[src/rtl/psum_read_arbiter.sv]
// Round-robin arbiter that shares one psum_reader among REQ_COUNT requesters,
// sequencing issue / ack / done with an ack timeout and per-requester status pulses.

module psum_req_lane #(
    parameter int ADDR_WIDTH = 8,
    parameter int GPR_WIDTH  = 6
) (
    input  logic [GPR_WIDTH-1:0]  op_slice,
    input  logic [ADDR_WIDTH-1:0] len_slice,
    output logic [GPR_WIDTH-1:0]  op_id,
    output logic [ADDR_WIDTH-1:0] seq_length,
    output logic                  len_zero
);
    assign op_id      = op_slice;
    assign seq_length = len_slice;
    assign len_zero   = (len_slice == '0);
endmodule

module psum_read_arbiter #(
    parameter int REQ_COUNT   = 4,
    parameter int ADDR_WIDTH  = 8,
    parameter int GPR_WIDTH   = 6,
    parameter int ACK_TIMEOUT = 8
) (
    input  logic                            clk,
    input  logic                            reset,
    input  logic [REQ_COUNT-1:0]            req_valid,
    input  logic [REQ_COUNT*GPR_WIDTH-1:0]  req_op_id_flat,
    input  logic [REQ_COUNT*ADDR_WIDTH-1:0] req_seq_length_flat,
    output logic [REQ_COUNT-1:0]            req_grant,
    output logic [REQ_COUNT-1:0]            req_done,
    output logic [REQ_COUNT-1:0]            req_error,
    output logic                            start_read,
    output logic [GPR_WIDTH-1:0]            read_operation_id,
    output logic [ADDR_WIDTH-1:0]           read_seq_length,
    input  logic                            reader_busy,
    input  logic                            reader_no_match,
    input  logic                            reader_req_accepted,
    output logic                            arb_busy,
    output logic [$clog2(REQ_COUNT)-1:0]    grant_index
);
    localparam int IDX_W = $clog2(REQ_COUNT);
    localparam int CNT_W = $clog2(ACK_TIMEOUT + 1);
    localparam logic [CNT_W-1:0] CNT_LAST = CNT_W'(ACK_TIMEOUT - 1);

    typedef enum logic [1:0] {IDLE, ISSUE, WAIT_ACK, WAIT_DONE} state_t;

    typedef struct packed {
        logic [GPR_WIDTH-1:0]  op_id;
        logic [ADDR_WIDTH-1:0] seq_length;
        logic [IDX_W-1:0]      idx;
    } req_t;

    state_t           state;
    req_t             cur;
    logic [IDX_W-1:0] rr_ptr;
    logic [CNT_W-1:0] ack_cnt;

    logic [REQ_COUNT-1:0][GPR_WIDTH-1:0]  lane_op;
    logic [REQ_COUNT-1:0][ADDR_WIDTH-1:0] lane_len;
    logic [REQ_COUNT-1:0]                 lane_zero;

    generate
        for (genvar g = 0; g < REQ_COUNT; g++) begin : g_lane
            psum_req_lane #(
                .ADDR_WIDTH(ADDR_WIDTH),
                .GPR_WIDTH (GPR_WIDTH)
            ) u_lane (
                .op_slice  (req_op_id_flat[g*GPR_WIDTH +: GPR_WIDTH]),
                .len_slice (req_seq_length_flat[g*ADDR_WIDTH +: ADDR_WIDTH]),
                .op_id     (lane_op[g]),
                .seq_length(lane_len[g]),
                .len_zero  (lane_zero[g])
            );
        end
    endgenerate

    // Search starts one past the last-served requester so service rotates.
    logic                 sel_found;
    logic [IDX_W-1:0]     sel_idx;
    logic [REQ_COUNT-1:0] sel_onehot;
    logic [REQ_COUNT-1:0] cur_onehot;

    always_comb begin
        int cand;
        cand      = 0;
        sel_found = 1'b0;
        sel_idx   = '0;
        for (int i = 1; i <= REQ_COUNT; i++) begin
            cand = (int'(rr_ptr) + i) % REQ_COUNT;
            if (!sel_found && req_valid[cand[IDX_W-1:0]]) begin
                sel_found = 1'b1;
                sel_idx   = cand[IDX_W-1:0];
            end
        end
        sel_onehot = REQ_COUNT'(1) << sel_idx;
        cur_onehot = REQ_COUNT'(1) << cur.idx;
    end

    assign read_operation_id = cur.op_id;
    assign read_seq_length   = cur.seq_length;
    assign grant_index       = cur.idx;

    always_ff @(posedge clk) begin
        if (reset) begin
            state      <= IDLE;
            rr_ptr     <= IDX_W'(REQ_COUNT - 1);
            cur        <= '0;
            ack_cnt    <= '0;
            req_grant  <= '0;
            req_done   <= '0;
            req_error  <= '0;
            start_read <= 1'b0;
            arb_busy   <= 1'b0;
        end else begin
            req_grant  <= '0;
            req_done   <= '0;
            req_error  <= '0;
            start_read <= 1'b0;
            case (state)
                IDLE: begin
                    // Holding off while the reader is busy keeps start_read off a busy reader.
                    if (sel_found && !reader_busy) begin
                        cur <= '{op_id: lane_op[sel_idx], seq_length: lane_len[sel_idx], idx: sel_idx};
                        rr_ptr    <= sel_idx;
                        req_grant <= sel_onehot;
                        if (lane_zero[sel_idx]) begin
                            req_error <= sel_onehot;
                        end else begin
                            state      <= ISSUE;
                            start_read <= 1'b1;
                            arb_busy   <= 1'b1;
                        end
                    end
                end
                ISSUE: begin
                    state   <= WAIT_ACK;
                    ack_cnt <= '0;
                end
                WAIT_ACK: begin
                    if (reader_req_accepted) begin
                        state <= WAIT_DONE;
                    end else if (reader_no_match || ack_cnt == CNT_LAST) begin
                        req_error <= cur_onehot;
                        state     <= IDLE;
                        arb_busy  <= 1'b0;
                    end else begin
                        ack_cnt <= ack_cnt + 1'b1;
                    end
                end
                WAIT_DONE: begin
                    if (!reader_busy) begin
                        req_done <= cur_onehot;
                        state    <= IDLE;
                        arb_busy <= 1'b0;
                    end
                end
                default: state <= IDLE;
            endcase
        end
    end
endmodule
[config.mk]
export PLATFORM = sky130hd
export DESIGN_NAME = psum_read_arbiter
export DESIGN_NICKNAME = d
export VERILOG_FILES = /design/src/rtl/psum_read_arbiter.sv
export SDC_FILE = /design/constraint.sdc
export NUM_CORES = 1
export LEC_CHECK = 0
export CAP_MARGIN = 10
export CORE_MARGIN = 8
export CORE_UTILIZATION = 37
export DETAILED_ROUTE_END_ITERATION = 16
export PLACE_DENSITY = 0.77
export SLEW_MARGIN = 20
export SYNTH_ARGS = -nofsm -noshare
export SYNTH_HDL_FRONTEND = slang
export SYNTH_SLANG_ARGS = --single-unit
export TNS_END_PERCENT = 10
[constraint.sdc]
create_clock -name clk -period 1.7 [get_ports clk]
set_input_delay 0.255 -clock clk [delete_from_list [all_inputs] [get_ports clk]]
set_output_delay 0.255 -clock clk [all_outputs]
set_load 0.1 [all_outputs]
==> metrics.csv <==
metric,value,unit
status,"complete, but fails checks",
violations in the final reports,negative setup slack,
fraction of layout instances using a drive strength above 1,0.3038,
Max transition margin,0.7419,
final weighted congestion of routability-driven global placement,0.8848,
wire length of the first global-routing pass,13.06,mm
count of boundary I/O pins,95,
cell type contributing the most total cell area after synthesis,dfxtp_1,
min-delay worst type,input pin to flip-flop,
CP dominant cell by count,a22o_1,
number of nets with antenna violations after detailed routing,0,
detailed-route DRC error count,0,
worst-case setup slack after placement,-0.5895,ns
H-tree levels,2,
final critical path time including I/O delays and setup,1.762,ns
initial core utilization,0.3789,
Synth Flop Type,dfxtp_1,
full die area,8214,µm²
number of standard-cell rows in the floorplan,27,
number of violations of the max-capacitance limit,0,
area added between synthesis and finish,87.37,%
number of diodes,0,
dpl hpwl,5.948,mm
Final Cycle Share,1.036,
Max Transition Viols Final,0,
via density per instance,5.545,
synthesized area,2061,µm²
most frequent cell after synthesis,dfxtp_1,
Syn Inst Count,240,
"Worst Path Class, Setup",input pin to flip-flop,
count of flip-flops with a built-in enable after synthesis,0,
dominant delay contributor by cell family on the critical path,compound AO/OA/AOI/OAI gates,
first-pass detailed-route iteration total,7,
insertion delay of the later-clocked pin in the worst-skew pair,0.29,ns
r2r worst-path depth,7,
total of fill cells in the finished design,401,
Overall Global Routing Usage,0.1940,
hold slack final,0.4144,ns
leading post-synthesis cells by instance count,"38 x dfxtp_1, 24 x nand2_1, 22 x o21ai_0",
remaining global-route overflow,0,
cells along the critical path,"clkdlybuf4s50_1, nor4_1, nand2_1, a22o_1, a221o_2, a22o_1",
Setup Skew,0.006117,ns
CP startpoint kind,input pin,
Clock Sinks,38,
depth of the critical timing path with buffers and inverters included,6,
static leakage,1.568,nW
required time at the worst-slack endpoint,1.89,ns
number of setup violations in the final report,7,
initial antenna violation count,0,
Worst R2R Start,rr_ptr[1],
layout net count,437,
synthesized flop and latch total,38,
Fmax,567.7,MHz
CTS tree,built,
critical path's largest stage delay,0.44,ns
Longest Clk Path Bufs,2,
number of global-route vias before repair,2668,
count of final hold-check violations,0,
number of distinct library cells after synthesis,41,
RSZ-0062 raised after global routing,yes,
Critical path origin,req_seq_length_flat[5],
# hold bufs at CTS,0,
largest net degree at the start of global routing,14,
number of CTS-inserted buffers,5,
Critical Path Fanout Max,7,
WP data arrival,1.95,ns
worst hold path stage count,4,
Synth Area per Inst,8.586,µm²
Clk Tree Root Cell,clkbuf_8,
"Seq/Total Area, Yosys",0.3692,
Crit-path slowest cell,clkdlybuf4s50_1,
Die Y,90.63,µm
worst IR drop on VDD,0.0006261,V
Worst Setup End Kind,flip-flop,
most area-consuming cells after synthesis,"dfxtp_1 37%, o21ai_0 5.3%, a21oi_1 4.6%",
number of vias after detailed routing,2462,
Final WS setup,-0.06161,ns
Least-Margin Pin Slew,0.3836,ns
Total Routed Length,7.846,mm
power density cells,955.6,nW/µm²
hold path endpoint,read_seq_length[6],
starting DRC count in detailed routing,154,
average routed wire per standard cell,17.67,µm
net count after synthesis,306,
fraction of synthesis flops using an asynchronous set or reset pin,0,
Clock transition at path regs,0.08,ns
share of the synthesized area in the top cell type,0.3692,
Worst R2R End,read_seq_length[0],
CP Buf/Inv Count,1,
die outline width,90.63,µm
warnings from Yosys,0,
slack of the worst reg-to-reg path,-0.05,ns
Core Area,5439,µm²
port bufs,94,
hold path startpoint,req_seq_length_flat[22],
## registers in the layout, summed over array words and instances (netlist names), 4 cells and up
signal and cells:
req_grant 4, req_error 4, ack_cnt 4, read_seq_length 8
read_operation_id 6, req_done 4
## area by class of cell
class | count | area, µm² | area share
clock buffer | 5 | 68.82 | 0.01782
clock inverter | 3 | 68.82 | 0.01782
inverter | 9 | 33.78 | 0.008749
multi-input combinational | 177 | 1224 | 0.3169
sequential | 38 | 765.7 | 0.1983
tap | 72 | 90.09 | 0.02333
timing repair buffer | 140 | 1610 | 0.4170
## where the power goes
| group | switching, mW | internal [mW] | total (mW) | leakage, nW |
|---|---|---|---|---|
| clock network | 0.343 | 0.588 | 0.931 | 0.0683 |
| logic | 0.946 | 0.736 | 1.68 | 1.19 |
| registers | 0.100 | 0.977 | 1.08 | 0.311 |
## routing by layer
| metal | wire length [µm] | up-vias | global-route usage | part of all wire |
|---|---|---|---|---|
| met5 | 0 | - | 0 | 0 |
| met4 | 163 | 0 | 0.06935 | 0.021 |
| met3 | 650 | 13 | 0.06650 | 0.083 |
| met2 | 3983 | 122 | 0.3392 | 0.51 |
| met1 | 3048 | 1167 | 0.2112 | 0.39 |
| li1 | - | 1160 | - | - |
## timing repair
item,4_1_cts,5_1_grt
resized for setup,17,5
gates cloned,1,0
pin swaps,6,3
setup buffers,5,0
endpoints found under the setup margin,29,27
## how the worst max path moves through the flow
stage / to / slack [ns]
3_3_place_gp: state[0] / -0.54
2_1_floorplan: req_error[1] / -0.05
6_report: state[0] / -0.06
5_1_grt: read_seq_length[0] / -0.11
3_5_place_dp: read_seq_length[3] / -0.59
4_1_cts: state[0] / -0.05
## kinds of logic (layout without fill, tap and decap cells)
family,Yosys count,in the layout,share of synthesized area
compound gates,81,82,0.2793
simple gates,79,79,0.2022
flops,38,38,0.3692
buf+inv,26,157,0.06800
mux,13,13,0.06679
xor+xnor,2,2,0.008502
fa+ha+maj,1,1,0.006071
## cell usage in the layout (no fill, tap or decap), types with 9 or more instances in the layout
cell | netlist | final
clkdlybuf4s50_1 | 0 | 57
buf_4 | 2 | 43
dfxtp_1 | 38 | 36
buf_12 | 0 | 32
nand2_1 | 24 | 24
o21ai_0 | 22 | 22
a21oi_1 | 19 | 18
nor2_1 | 15 | 14
a221oi_1 | 10 | 10
inv_1 | 9 | 9
## per-stage QoR
stage / cells / power, mW / cell area [µm²] / util / setup TNS, ns
final: 444 / 3.690 / 3861 / 0.7099 / -0.2308
after global routing: 444 / 3.831 / 3861 / 0.7099 / -1.350
after CTS: 444 / 3.682 / 3837 / 0.7055 / -0.1187
after detailed placement: 430 / 2.711 / 3625 / 0.6664 / -14.02
after global placement: 430 / 2.690 / 3625 / 0.6664 / -12.87
after floorplan: 240 / 1.990 / 2067 / - / -0.3032
## worst min-delay path, cell delays in order
cell	delay, ns
dlymetal6s2s_1	0.16
nand2_1	0.06
mux2_2	0.13
a21oi_1	0.06
Note: power is estimated with default switching activity, not from simulation.
